### src/rtl/vga_write_arbiter.sv
// vga_write_arbiter: owns the single pixel-write port of the VGA framebuffer
// adapter. It arbitrates two pixel requesters round-robin and runs a
// full-screen clear sequencer that takes the port while it paints.
//
// Handshake: a requester raises valid with stable x/y/c and holds them until
// the cycle where ready is also high; that cycle is the transfer. ready may
// depend combinationally on valid. Only one ready is high in any cycle, and
// no ready is high while clearing or while clear_req is asserted.
module vga_write_arbiter #(
    parameter int              SCREEN_W       = 320,
    parameter int              SCREEN_H       = 240,
    parameter int              X_W            = 9,
    parameter int              Y_W            = 8,
    parameter int              C_W            = 3,
    parameter int              CLEAR_ON_RESET = 1,
    parameter logic [C_W-1:0]  RESET_COLOUR   = 3'b111
) (
    input  logic             CLOCK_50,
    input  logic             reset,
    input  logic             clear_req,
    input  logic [C_W-1:0]   clear_colour,
    output logic             clear_busy,
    input  logic             valid0,
    input  logic [X_W-1:0]   x0,
    input  logic [Y_W-1:0]   y0,
    input  logic [C_W-1:0]   c0,
    output logic             ready0,
    input  logic             valid1,
    input  logic [X_W-1:0]   x1,
    input  logic [Y_W-1:0]   y1,
    input  logic [C_W-1:0]   c1,
    output logic             ready1,
    output logic [X_W-1:0]   x,
    output logic [Y_W-1:0]   y,
    output logic [C_W-1:0]   colour,
    output logic             plot,
    output logic             drop
);

    typedef enum logic {
        SERVE = 1'b0,
        CLEAR = 1'b1
    } state_t;

    localparam logic [X_W-1:0] X_LAST = X_W'(SCREEN_W - 1);
    localparam logic [Y_W-1:0] Y_LAST = Y_W'(SCREEN_H - 1);
    localparam state_t         RESET_STATE = (CLEAR_ON_RESET != 0) ? CLEAR : SERVE;

    state_t          state;
    state_t          state_next;
    logic            last_grant;
    logic [X_W-1:0]  cx;
    logic [Y_W-1:0]  cy;
    logic [C_W-1:0]  fill;

    logic            take0;
    logic            take1;
    logic [X_W-1:0]  px;
    logic [Y_W-1:0]  py;
    logic [C_W-1:0]  pc;
    logic            in_range;
    logic            last_pixel;

    // The current state is visible to the outside world as clear_busy.
    assign clear_busy = (state == CLEAR);

    // Round-robin grant: on a tie the requester that did not win last goes.
    always_comb begin
        ready0 = 1'b0;
        ready1 = 1'b0;
        if (state == SERVE && !clear_req) begin
            if (valid0 && valid1) begin
                if (last_grant) ready0 = 1'b1;
                else            ready1 = 1'b1;
            end else if (valid0) begin
                ready0 = 1'b1;
            end else if (valid1) begin
                ready1 = 1'b1;
            end
        end
    end

    // Select the transferring pixel and classify it against the screen bounds.
    always_comb begin
        take0      = valid0 & ready0;
        take1      = valid1 & ready1;
        px         = take1 ? x1 : x0;
        py         = take1 ? y1 : y0;
        pc         = take1 ? c1 : c0;
        in_range   = (px <= X_LAST) && (py <= Y_LAST);
        last_pixel = (cx == X_LAST) && (cy == Y_LAST);
    end

    // Next-state: a clear request starts a clear; the final pixel ends it.
    always_comb begin
        state_next = state;
        case (state)
            SERVE: if (clear_req)  state_next = CLEAR;
            CLEAR: if (last_pixel) state_next = SERVE;
            default: state_next = SERVE;
        endcase
    end

    // State register; a reset always restarts according to CLEAR_ON_RESET.
    always_ff @(posedge CLOCK_50) begin
        if (reset) state <= RESET_STATE;
        else       state <= state_next;
    end

    // Registered adapter port, clear counters, fill colour and grant history.
    always_ff @(posedge CLOCK_50) begin
        if (reset) begin
            plot       <= 1'b0;
            drop       <= 1'b0;
            x          <= '0;
            y          <= '0;
            colour     <= '0;
            last_grant <= 1'b1;
            cx         <= '0;
            cy         <= '0;
            fill       <= RESET_COLOUR;
        end else begin
            plot <= 1'b0;
            drop <= 1'b0;
            if (state == CLEAR) begin
                // Raster sweep; clear_req is deliberately ignored here.
                plot   <= 1'b1;
                x      <= cx;
                y      <= cy;
                colour <= fill;
                if (cx == X_LAST) begin
                    cx <= '0;
                    if (cy == Y_LAST) cy <= '0;
                    else              cy <= cy + 1'b1;
                end else begin
                    cx <= cx + 1'b1;
                end
            end else if (clear_req) begin
                fill <= clear_colour;
                cx   <= '0;
                cy   <= '0;
            end else if (take0 || take1) begin
                last_grant <= take1;
                if (in_range) begin
                    plot   <= 1'b1;
                    x      <= px;
                    y      <= py;
                    colour <= pc;
                end else begin
                    // Accept and discard so the requester keeps moving.
                    drop <= 1'b1;
                end
            end
        end
    end

endmodule

### config.mk
export PLATFORM = sky130hd
export DESIGN_NAME = vga_write_arbiter
export DESIGN_NICKNAME = d
export VERILOG_FILES = /design/src/rtl/vga_write_arbiter.sv
export SDC_FILE = /design/constraint.sdc
export NUM_CORES = 1
export LEC_CHECK = 0
export BUFFER_PORTS_ARGS = -buffer_cell sky130_fd_sc_hd__buf_2
export CAP_MARGIN = 20
export CORE_ASPECT_RATIO = 0.9
export CORE_MARGIN = 8
export CORE_UTILIZATION = 47
export DETAILED_ROUTE_END_ITERATION = 8
export PLACE_DENSITY = 0.74
export SLEW_MARGIN = 40
export SYNTH_ARGS = -nofsm -noshare
export SYNTH_HDL_FRONTEND = slang
export SYNTH_SLANG_ARGS = --single-unit
### constraint.sdc
create_clock -name CLOCK_50 -period 2.5 [get_ports CLOCK_50]
set_input_delay 0.25 -clock CLOCK_50 [delete_from_list [all_inputs] [get_ports CLOCK_50]]
set_output_delay 0.25 -clock CLOCK_50 [all_outputs]
set_load 0.1 [all_outputs]
==> run metrics, run 1 <==
Final min period=2.03 ns; WP data required=2.73 ns; Hold/Removal Path Class=input port to flip-flop; final RePlAce weighted congestion=between 0.8 and 0.9; Post-synth top cells=dfxtp_1 (44), nand3b_1 (22), mux2i_1 (21), nand2_1 (19); Syn. warnings=0; Num CTS Buffers=5; Clock transition at path regs=0.08 ns; CTS Buffer Depth=2; iteration count of the initial detailed-routing pass=5; final hold viol count=0; Die Area=7680 sq um; Ant. Diodes=0; cell family with most CP delay=simple AND/OR/NAND/NOR gates; Distinct cells, synth=47; number of DRC markers in iteration 0=149; post-synth top area cell=dfxtp_1; Final #Nets=382; RSZ-0062 raised after global routing=false; vias in the first global route=2190; top-count cell post-synth=dfxtp_1; CORE AREA=4890 sq um; DRT met1 WL=roughly 3.2 mm; clock root buffer=clkbuf_8; PostCTS Resize Cnt=0; DRC viols=0; Worst-Skew Late Latency=0.29 ns; Main synth FF type=dfxtp_1; Die Wd=91.5 microns; CP Launch Type=flip-flop; final wirelength=~6.6 mm; PnR Total Power=1.35 mW; Area contributors post-synth=dfxtp_1 (37%), mux2i_1 (8.7%), or4b_1 (7.5%), nand3b_1 (6.8%), o311ai_1 (6.5%); setup TNS=0 ns; period utilization=0.810; Pwr per Cell Area=456 nW/um^2; # hold bufs at CTS=0; Die Ht=84.0 microns; wire length per cell=16.7 microns; CTS tree=done; IO Pins=73; Worst-Margin Slew=approximately 0.50 ns; H-tree depth=2; fraction of layout cells with a size suffix above 1=0.312; Yosys reg bits=44; worst path bufs/invs=0; ANT nets after route=0; total gr overflow=0; max-slew violation count=0; ys async rst share=0; max_cap viols=0; filler cell count=431; Critical R2R Launch=cx[0]; Setup Buffers After CTS=0; Yosys top cell area share=0.365; final setup violation count=0; skew final=between 0.004 and 0.005 ns; Layout area overhead=22.6%; std cell rows=24; cell count after synthesis=about 260; WL met2=2.69 mm; Seq/Total Area, Yosys=0.365; critical path arrival=2.25 ns; met3 wire length=652 microns; initial antenna violation count=0; Avg Inst Size Synth=approximately 9.2 sq um; Critical Path Max Stage Delay=around 0.49 ns; WS Path Type=flip-flop to flip-flop; CP startpoint=cx[0]; LEAKAGE=1.17 nW; vias=2318; Highest Clock Rate=0.494 GHz; Starting Density=0.493; Relative slew margins=0.670; HPWL after DPL=slightly below 5 mm; hold_sp=clear_colour[0]; Post-synth EDFFs=0; first-pass GRT wire length=10.8 mm; Vias/cell=5.82; outcome=complete, no violations; largest net degree at the start of global routing=42; syn nets=between 300 and 400; CP max stage cell=o41ai_4; crit path capture type=flip-flop; Total GRT Usage=0.168; worst vdd rail ir drop=around 0.27 mV; uppermost layer routed=met4; CP Cell Sequence=ha_1 > nand3_2 > o41ai_4 > nand4_2 > or3_1 > a21oi_1; area of the mapped netlist=between 2000 and 2500 sq um; crit-path max FO=6; IO buf count=between 70 and 80; clock sinks=44
-- area by class of cell --
type	instances	area, sq um	share of cell area
Multi-Input combinational cell	196	1440	0.487
Sequential cell	44	881	0.298
Timing Repair Buffer	82	450	0.152
Clock buffer	7	86.3	0.0292
Tap cell	65	81.3	0.0275
Inverter	3	11.3	0.00381
Clock inverter	1	7.51	0.00254
-- layer usage --
layer,vias to the layer above,GRT usage
met5,-,0
met4,0,0.0401
met3,8,0.0603
met2,97,0.247
met1,1057,0.226
li1,1156,-
-- placed cells by master (no fill, tap or decap), drive strengths merged, types with 5 or more instances in the layout --
cell,n
or4b,18
buf,82
clkbuf,7
a21oi,10
o21ai,9
o311ai,18
nand3b,22
nand3,8
nand2,19
nor3,5
mux2i,21
dfxtp,44
nor2,18
-- state kept, by name (all words and copies together), names as in the netlist --
| name | cells |
|---|---|
| colour | 3 |
| last_grant | 1 |
| fill | 3 |
| drop | 1 |
| y | 8 |
| cy | 8 |
| x | 9 |
| cx | 9 |
| clear_busy | 1 |
| plot | 1 |
-- report_power, final --
| part | switching (mW) | internal (mW) |
|---|---|---|
| combinational | 0.103 | 0.0592 |
| sequential | 0.0118 | 0.713 |
| clock | 0.238 | 0.225 |
-- tightest hold or removal path, cell delays in order --
cell and delay (ns):
buf_2 0.07, nand2_1 0.04, nand3b_1 0.07
-- cells by family (layout without fill, tap and decap cells) --
family,after synthesis,count (layout),share of synthesized area
simple gates,113,113,0.301
compound gates,53,53,0.169
flops,44,44,0.365
mux,24,24,0.101
buf+inv,23,93,0.0389
xor+xnor,4,4,0.0145
fa+ha+maj,2,2,0.0104
-- through the flow --
| step | util | setup slack [ns] | hold slack (ns) | instances | area, sq um |
|---|---|---|---|---|---|
| final | 0.604 | 0.474 | 0.163 | 398 | 2960 |
| after global routing | 0.604 | 0.315 | 0.168 | 398 | 2960 |
| after CTS | 0.604 | 0.445 | 0.158 | 398 | 2960 |
| after detailed placement | 0.585 | 0.461 | 0.455 | 390 | 2860 |
| after global placement | 0.585 | 0.532 | 0.449 | 390 | 2860 |
| after floorplan | - | 0.0742 | 0.374 | 263 | 2410 |
-- worst paths after layout --
path,endpoint,cells after the start,slack (ns)
min reg2reg,fill[2],2,0.47
min,fill[0],3,0.16
max,cy[7],6,0.47
max reg2reg,cy[7],6,0.47
Power figures use the tool's default switching activity.
==> run 2, diff against run 1 <==
--- a/config.mk
+++ b/config.mk
@@ -5,13 +5,14 @@
 export SDC_FILE = /design/constraint.sdc
 export NUM_CORES = 1
 export LEC_CHECK = 0
+export ABC_AREA = 1
 export BUFFER_PORTS_ARGS = -buffer_cell sky130_fd_sc_hd__buf_2
 export CAP_MARGIN = 20
 export CORE_ASPECT_RATIO = 0.9
 export CORE_MARGIN = 8
-export CORE_UTILIZATION = 47
+export CORE_UTILIZATION = 46
 export DETAILED_ROUTE_END_ITERATION = 8
-export PLACE_DENSITY = 0.74
+export PLACE_DENSITY = 0.75
 export SLEW_MARGIN = 40
 export SYNTH_ARGS = -nofsm -noshare
 export SYNTH_HDL_FRONTEND = slang
==> constraint.sdc (replaced) <==
create_clock -name CLOCK_50 -period 1.72 [get_ports CLOCK_50]
set_input_delay 0.172 -clock CLOCK_50 [delete_from_list [all_inputs] [get_ports CLOCK_50]]
set_output_delay 0.172 -clock CLOCK_50 [all_outputs]
set_load 0.1 [all_outputs]
==> run metrics, run 2 <==
wire length per cell=14.8 microns (was 16.7 microns); number of DRC markers in iteration 0=219 (was 149); Num CTS Buffers=5 (unchanged); Regs by FF count=cx: 9 flops, x: 9 flops (unchanged); CTS Buffer Depth=2 (unchanged); Synth Area in XOR/XNOR=0.00360 (was 0.0145); Ant. Diodes=0 (unchanged); outcome=complete, no violations (unchanged); vias in the first global route=2568 (was 2190); IO Pins=73 (unchanged); CORE AREA=5190 sq um (was 4890 sq um); hold-critical path depth=3 (unchanged); clock root buffer=clkbuf_8 (unchanged); iteration count of the initial detailed-routing pass=4 (was 5); sequential share of power=0.494 (was 0.537); std cell rows=25 (was 24); crit-path max FO=5 (was 6); final setup violation count=0 (unchanged); IO buf count=72 (unchanged); Comb pwr share=0.110 (was 0.120); Post-synth top cells=nand2_1 (86), dfxtp_1 (44), inv_1 (42), nand3_1 (37) (was dfxtp_1 (44), nand3b_1 (22), mux2i_1 (21), nand2_1 (19)); Starting Density=0.469 (was 0.493); R2R depth=9 (was 6); clock power share=0.396 (was 0.343); Vias/cell=5.36 (was 5.82); crit path capture type=flip-flop (unchanged); most common cell after layout, fill and taps aside=nand2_1 (was buf_2); RSZ-0062 raised after global routing=true (was false); LEAKAGE=1.47 nW (was 1.17 nW); area share of and/or/nand/nor cells after synthesis=0.321 (was 0.301); Final min period=1.71 ns (was 2.03 ns); largest net degree at the start of global routing=38 (was 42); clock sinks=44 (unchanged); # hold bufs at CTS=0 (unchanged); ANT nets after route=0 (unchanged); worst vdd rail ir drop=0.453 mV (was 0.270 mV); max-slew violation count=0 (unchanged); Relative slew margins=0.668 (was 0.670); P_int=1.55 mW (was 0.997 mW); total gr overflow=0 (unchanged); proportion of synthesized area in mux cells=0 (was 0.101); Area contributors post-synth=dfxtp_1 (36%), nand2_1 (13%), nand3_1 (7.6%), a21oi_1 (7.2%), o21ai_0 (7.2%) (was dfxtp_1 (37%), mux2i_1 (8.7%), or4b_1 (7.5%), nand3b_1 (6.8%), o311ai_1 (6.5%)); switching pwr=0.557 mW (was 0.352 mW); HPWL after DPL=5.54 mm (was 4.97 mm); WS Path Type=flip-flop to flip-flop (unchanged); Post-synth EDFFs=0 (unchanged); switching share of power=0.265 (was 0.261); WP data required=1.91 ns (was 2.73 ns); adder-cell share of the synthesized area=0.0103 (was 0.0104); DRC viols=0 (unchanged); Worst-Skew Late Latency=0.31 ns (was 0.29 ns); critical path arrival=1.89 ns (was 2.25 ns); Fin Hold WS=0.0801 ns (was 0.163 ns); Die Area=7880 sq um (was 7680 sq um); vias=2803 (was 2318); main combinational cell family by area after synthesis=simple AND/OR/NAND/NOR gates (unchanged); Hold/Removal Path Class=input port to flip-flop (unchanged); Syn. warnings=0 (unchanged); ys async rst share=0 (unchanged); Layout area overhead=32.7% (was 22.6%); initial antenna violation count=0 (unchanged); Clock transition at path regs=0.09 ns (was 0.08 ns); top-count cell post-synth=nand2_1 (was dfxtp_1); CTS tree=done (unchanged); cell count after synthesis=369 (was 263); Die Ht=85 microns (was 84.0 microns); post-synth top area cell=dfxtp_1 (unchanged); Seq/Total Area, Yosys=0.362 (was 0.365); CP Launch Type=flip-flop (unchanged); Highest Clock Rate=0.586 GHz (was 0.494 GHz); final wirelength=7.75 mm (was 6.63 mm); H-tree depth=2 (unchanged); syn nets=419 (was 313); fraction of layout cells with a size suffix above 1=0.287 (was 0.312); Final #Nets=505 (was 382); first-pass GRT wire length=12.0 mm (was 10.8 mm); Distinct cells, synth=26 (was 47); Total GRT Usage=0.185 (was 0.168); Pwr per Cell Area=652 nW/um^2 (was 456 nW/um^2); period utilization=0.992 (was 0.810); Yosys reg bits=44 (unchanged); Yosys top cell area share=0.362 (was 0.365); max_cap viols=0 (unchanged); Die Wd=92.7 microns (was 91.5 microns); commonest non-fill, non-tap cells in the layout=nand2_1 (83), buf_2 (70), inv_1 (41), dfxtp_1 (40), nand3_1 (36) (was buf_2 (71), dfxtp_1 (44), nand3b_1 (22), mux2i_1 (21), nand2_1 (19)); Compound-Gate Fraction of Synth Area=0.187 (was 0.169); post-layout util=0.622 (was 0.604); area of the mapped netlist=2430 sq um (was 2410 sq um); skew final=0.00734 ns (was 0.00499 ns); Worst-Margin Slew=0.501 ns (was 0.499 ns); Main synth FF type=dfxtp_1 (unchanged); Avg Inst Size Synth=6.60 sq um (was 9.17 sq um); final RePlAce weighted congestion=0.996 (was 0.847); final hold viol count=0 (unchanged)
[run 2: changes by cell type in the layout (fill, tap and decap cells not counted), moves of 12 or more]
cell,before,now
nand2_1,19,83
inv_1,2,41
nand3_1,7,36
a21oi_1,10,35
o21ai_0,8,31
nand3b_1,22,0
mux2i_1,21,0
o311ai_1,18,0
or4b_1,18,0
buf_4,10,22
nor2_1,16,28
[run 2: area by class of cell]
type,instances,area (sq um)
tap,67,83.8
clock buffer,5,68.8
sequential,44,891
multi-input combinational,264,1360
clock inverter,3,46.3
inverter,42,158
fill,471,1960
timing repair buffer,98,627
[run 2: kinds of logic (layout without fill, tap and decap cells)]
kind of cell,Yosys count,after routing
xor+xnor,1,1
fa+ha+maj,2,2
compound gates,85,85
flops,44,44
buf+inv,63,148
simple gates,174,176
[run 2: final timing paths]
kind,from,endpoint,slack (ns)
worst max register to register,cx[0],cy[6],0.01
worst min register to register,x[3],x[3],0.49
worst min-delay path,clear_colour[0],fill[0],0.08
worst max-delay path,cx[0],cy[6],0.01
[run 2: critical path: stages, from the launching register on]
cell     delay [ns]
dfxtp_4        0.38
ha_4           0.13
nand4_1        0.17
nor2_2         0.20
nand4_1        0.18
o21ai_1        0.19
buf_4          0.16
o21ai_1        0.06
o21ai_1        0.07
nor2_1         0.05
[run 2: what timing repair did]
item	4_1_cts	5_1_grt
buffers inserted	0	4
pin swaps	0	5
gates cloned	0	2
resized for setup	4	22
setup endpoints to repair	10	33
[run 2: stage by stage]
stage / worst slack, ns / TNS (ns) / total power, mW / cell area [sq um] / cells
detailed placement: -0.0370 / -0.123 / 1.28 / 2990 / 509
CTS: 0.0252 / 0 / 2.10 / 3110 / 517
global route: -0.0951 / -0.455 / 2.18 / 3230 / 523
finish: 0.0130 / 0 / 2.11 / 3230 / 523
global placement: 0.0539 / 0 / 1.28 / 2990 / 509
floorplan: -0.0515 / -1.02 / 1.19 / 2450 / 369
[run 2: power groups by stage]
| stage | Combinational (mW) | Clock (mW) | Sequential (mW) |
|---|---|---|---|
| 6_report | 0.231 | 0.833 | 1.04 |
| 5_1_grt | 0.249 | 0.887 | 1.04 |
| 4_1_cts | 0.221 | 0.845 | 1.04 |
| 3_5_place_dp | 0.220 | 0 | 1.06 |
| 3_3_place_gp | 0.218 | 0 | 1.06 |
| 2_1_floorplan | 0.0632 | 0 | 1.13 |
[run 2: layer usage]
layer  vias to the layer above  track usage  wire length (microns)
met5                         -            0                      0
met4                         0       0.0673                    140
met3                        13       0.0591                    926
met2                       147        0.278                   3420
met1                      1252        0.241                   3270
li1                       1391            -                      -
==> run 3, diff against run 2 <==
--- a/config.mk
+++ b/config.mk
@@ -8,12 +8,15 @@
 export ABC_AREA = 1
 export BUFFER_PORTS_ARGS = -buffer_cell sky130_fd_sc_hd__buf_2
 export CAP_MARGIN = 20
+export CELL_PAD_IN_SITES_DETAIL_PLACEMENT = 1
+export CELL_PAD_IN_SITES_GLOBAL_PLACEMENT = 1
 export CORE_ASPECT_RATIO = 0.9
 export CORE_MARGIN = 8
-export CORE_UTILIZATION = 46
+export CORE_UTILIZATION = 32
 export DETAILED_ROUTE_END_ITERATION = 8
-export PLACE_DENSITY = 0.75
+export PLACE_DENSITY_LB_ADDON = 0.1
 export SLEW_MARGIN = 40
 export SYNTH_ARGS = -nofsm -noshare
 export SYNTH_HDL_FRONTEND = slang
 export SYNTH_SLANG_ARGS = --single-unit
+export TNS_END_PERCENT = 1
==> run metrics, run 3 (same netlist as run 2, synthesis figures left out) <==
outcome=complete, no violations (unchanged); Worst-Margin Slew=0.503 ns (was 0.501 ns); Placed Area=3000 sq um (was 2990 sq um); Critical Path Max Stage Delay=0.37 ns (was 0.38 ns); crit path to=cy[7] (was cy[6]); Pwr per Cell Area=637 nW/um^2 (was 652 nW/um^2); DRC viols=0 (unchanged); critical path arrival=1.89 ns (about the same); Die Wd=108 microns (was 92.7 microns); final hold viol count=0 (unchanged); final RePlAce weighted congestion=0.842 (was 0.996); sequential share of power=0.490 (was 0.494); vias in the first global route=2813 (was 2568); skew final=0.00647 ns (was 0.00734 ns); total gr overflow=0 (unchanged); CP Launch Type=flip-flop (unchanged); crit path capture type=flip-flop (unchanged); Total GRT Usage=0.165 (was 0.185); final instance area=3330 sq um (was 3230 sq um); Clock transition at path regs=0.09 ns (about the same); final wirelength=8.79 mm (was 7.75 mm); WS Path Type=flip-flop to flip-flop (unchanged); most common cell after layout, fill and taps aside=nand2_1 (unchanged); crit-path max FO=5 (unchanged); P_int=1.56 mW (was 1.55 mW); Ant. Diodes=0 (unchanged); # hold bufs at CTS=0 (unchanged); CORE AREA=7470 sq um (was 5190 sq um); vias=2745 (was 2803); CTS tree=done (unchanged); ANT nets after route=0 (unchanged); iteration count of the initial detailed-routing pass=4 (unchanged); switching share of power=0.265 (about the same); IO Pins=73 (unchanged); Critical R2R Launch=cx[1] (was cx[0]); number of DRC markers in iteration 0=87 (was 219); multi-input combinational cell area=1360 sq um (about the same); period utilization=0.964 (was 0.992); largest net degree at the start of global routing=27 (was 38); Worst-Skew Late Latency=0.30 ns (was 0.31 ns); switching pwr=0.564 mW (was 0.557 mW); Vias/cell=4.93 (was 5.36); max-slew violation count=0 (unchanged); filler cell count=999 (was 471); R2R depth=9 (unchanged); LEAKAGE=1.52 nW (was 1.47 nW); clock sinks=44 (unchanged); post-layout util=0.446 (was 0.622); final setup violation count=0 (unchanged); Die Area=10700 sq um (was 7880 sq um); H-tree depth=2 (unchanged); WP data required=1.95 ns (was 1.91 ns); CP Cell Sequence=ha_4 > nand4_1 > nor2_2 > nand4_1 > o21ai_1 > buf_4 > buf_4 > nand2_1 > a21oi_1 (was ha_4 > nand4_1 > nor2_2 > nand4_1 > o21ai_1 > buf_4 > o21ai_1 > o21ai_1 > nor2_1); Hold/Removal Path Class=input port to flip-flop (unchanged); fraction of layout cells with a size suffix above 1=0.317 (was 0.287); first-pass GRT wire length=14.2 mm (was 12.0 mm); Die Ht=98.7 microns (was 85 microns); HPWL after DPL=6.62 mm (was 5.54 mm); worst vdd rail ir drop=0.389 mV (was 0.453 mV); CP startpoint=cx[1] (was cx[0]); commonest non-fill, non-tap cells in the layout=nand2_1 (78), buf_2 (70), inv_1 (42), dfxtp_1 (38), nand3_1 (37) (was nand2_1 (83), buf_2 (70), inv_1 (41), dfxtp_1 (40), nand3_1 (36)); initial antenna violation count=0 (unchanged); Final #Nets=510 (was 505); Highest Clock Rate=0.603 GHz (was 0.586 GHz); Final min period=1.66 ns (was 1.71 ns); clock root buffer=clkbuf_8 (unchanged); CTS Buffer Depth=2 (unchanged); Relative slew margins=0.665 (was 0.668); Comb pwr share=0.116 (was 0.110); Regs by FF count=cx: 9 flops, x: 9 flops (unchanged); IO buf count=72 (unchanged); r2r setup slk=0.06 ns (was 0.01 ns); Starting Density=0.326 (was 0.469); Layout area overhead=37.0% (was 32.7%); clock power share=0.394 (was 0.396); wire length per cell=15.8 microns (was 14.8 microns); RSZ-0062 raised after global routing=true (unchanged); CP max stage cell=dfxtp_2 (was dfxtp_4); reg-to-reg endpoint=cy[7] (was cy[6]); FF+latch area=893 sq um (was 891 sq um); max_cap viols=0 (unchanged); std cell rows=30 (was 25); Num CTS Buffers=5 (unchanged)
==> run 3: changes by cell type in the layout (fill, tap and decap cells not counted), sizes merged <==
cell	before	now
clkbuf	5	6
nor2	34	33
buf	98	103
==> run 3: cell type report <==
type / instances / area share
clock buffer: 5 / 0.0206
clock inverter: 3 / 0.0139
inverter: 42 / 0.0473
multi-input combinational: 263 / 0.408
sequential: 44 / 0.268
tap: 96 / 0.0360
timing repair buffer: 104 / 0.206
==> run 3: per-layer routing <==
layer | GRT usage | vias up | wire length [microns]
met5 | 0 | - | 0
li1 | - | 1399 | -
met4 | 0.0501 | 0 | 86
met3 | 0.0417 | 4 | 469
met1 | 0.218 | 1280 | 4270
met2 | 0.257 | 62 | 3960
==> run 3: worst max-delay path: cells and delay by family (launching register included) <==
| family | cells | cell delay, ns |
|---|---|---|
| AO/OA/AOI/OAI | 2 | 0.29 |
| buffers and inverters | 2 | 0.25 |
| adder cells (fa/ha/maj) | 1 | 0.14 |
| AND/OR/NAND/NOR | 4 | 0.53 |
| flip-flops | 1 | 0.37 |
==> run 3: stage by stage <==
| step | cells | power [mW] | hold slack (ns) | TNS (ns) | worst slack, ns |
|---|---|---|---|---|---|
| after floorplan | 369 | 1.19 | 0.298 | -1.02 | -0.0515 |
| after global placement | 537 | 1.28 | 0.395 | 0 | 0.0410 |
| after detailed placement | 537 | 1.28 | 0.411 | -0.109 | -0.0513 |
| after CTS | 545 | 2.12 | 0.0918 | 0 | 0.00438 |
| after global routing | 557 | 2.21 | 0.0974 | -1.05 | -0.0864 |
| final | 557 | 2.12 | 0.0907 | 0 | 0.0621 |
==> run 3: timing repair <==
| item | in CTS | in global routing |
|---|---|---|
| resized for setup | 3 | 34 |
| endpoints found under the setup margin | 17 | 35 |
| cloned | 0 | 2 |
| setup buffers | 0 | 10 |
| pin swaps | 0 | 11 |
==> run 3: power by group through the flow <==
stage,Clock [mW],Sequential [mW],Combinational (mW)
detailed placement,0,1.06,0.222
floorplan,0,1.13,0.0632
finish,0.837,1.04,0.246
CTS,0.855,1.04,0.223
global placement,0,1.06,0.221
global route,0.895,1.04,0.269
==> run 3: worst min path at each step <==
stage	from	to	slack (ns)	depth (start not counted)
after floorplan	clear_colour[2]	fill[2]	0.30	2
after global placement	clear_colour[1]	fill[1]	0.39	3
after detailed placement	clear_colour[2]	fill[2]	0.41	3
after CTS	clear_colour[2]	fill[2]	0.09	3
after global routing	clear_colour[0]	fill[0]	0.1	3
final	clear_colour[2]	fill[2]	0.09	3
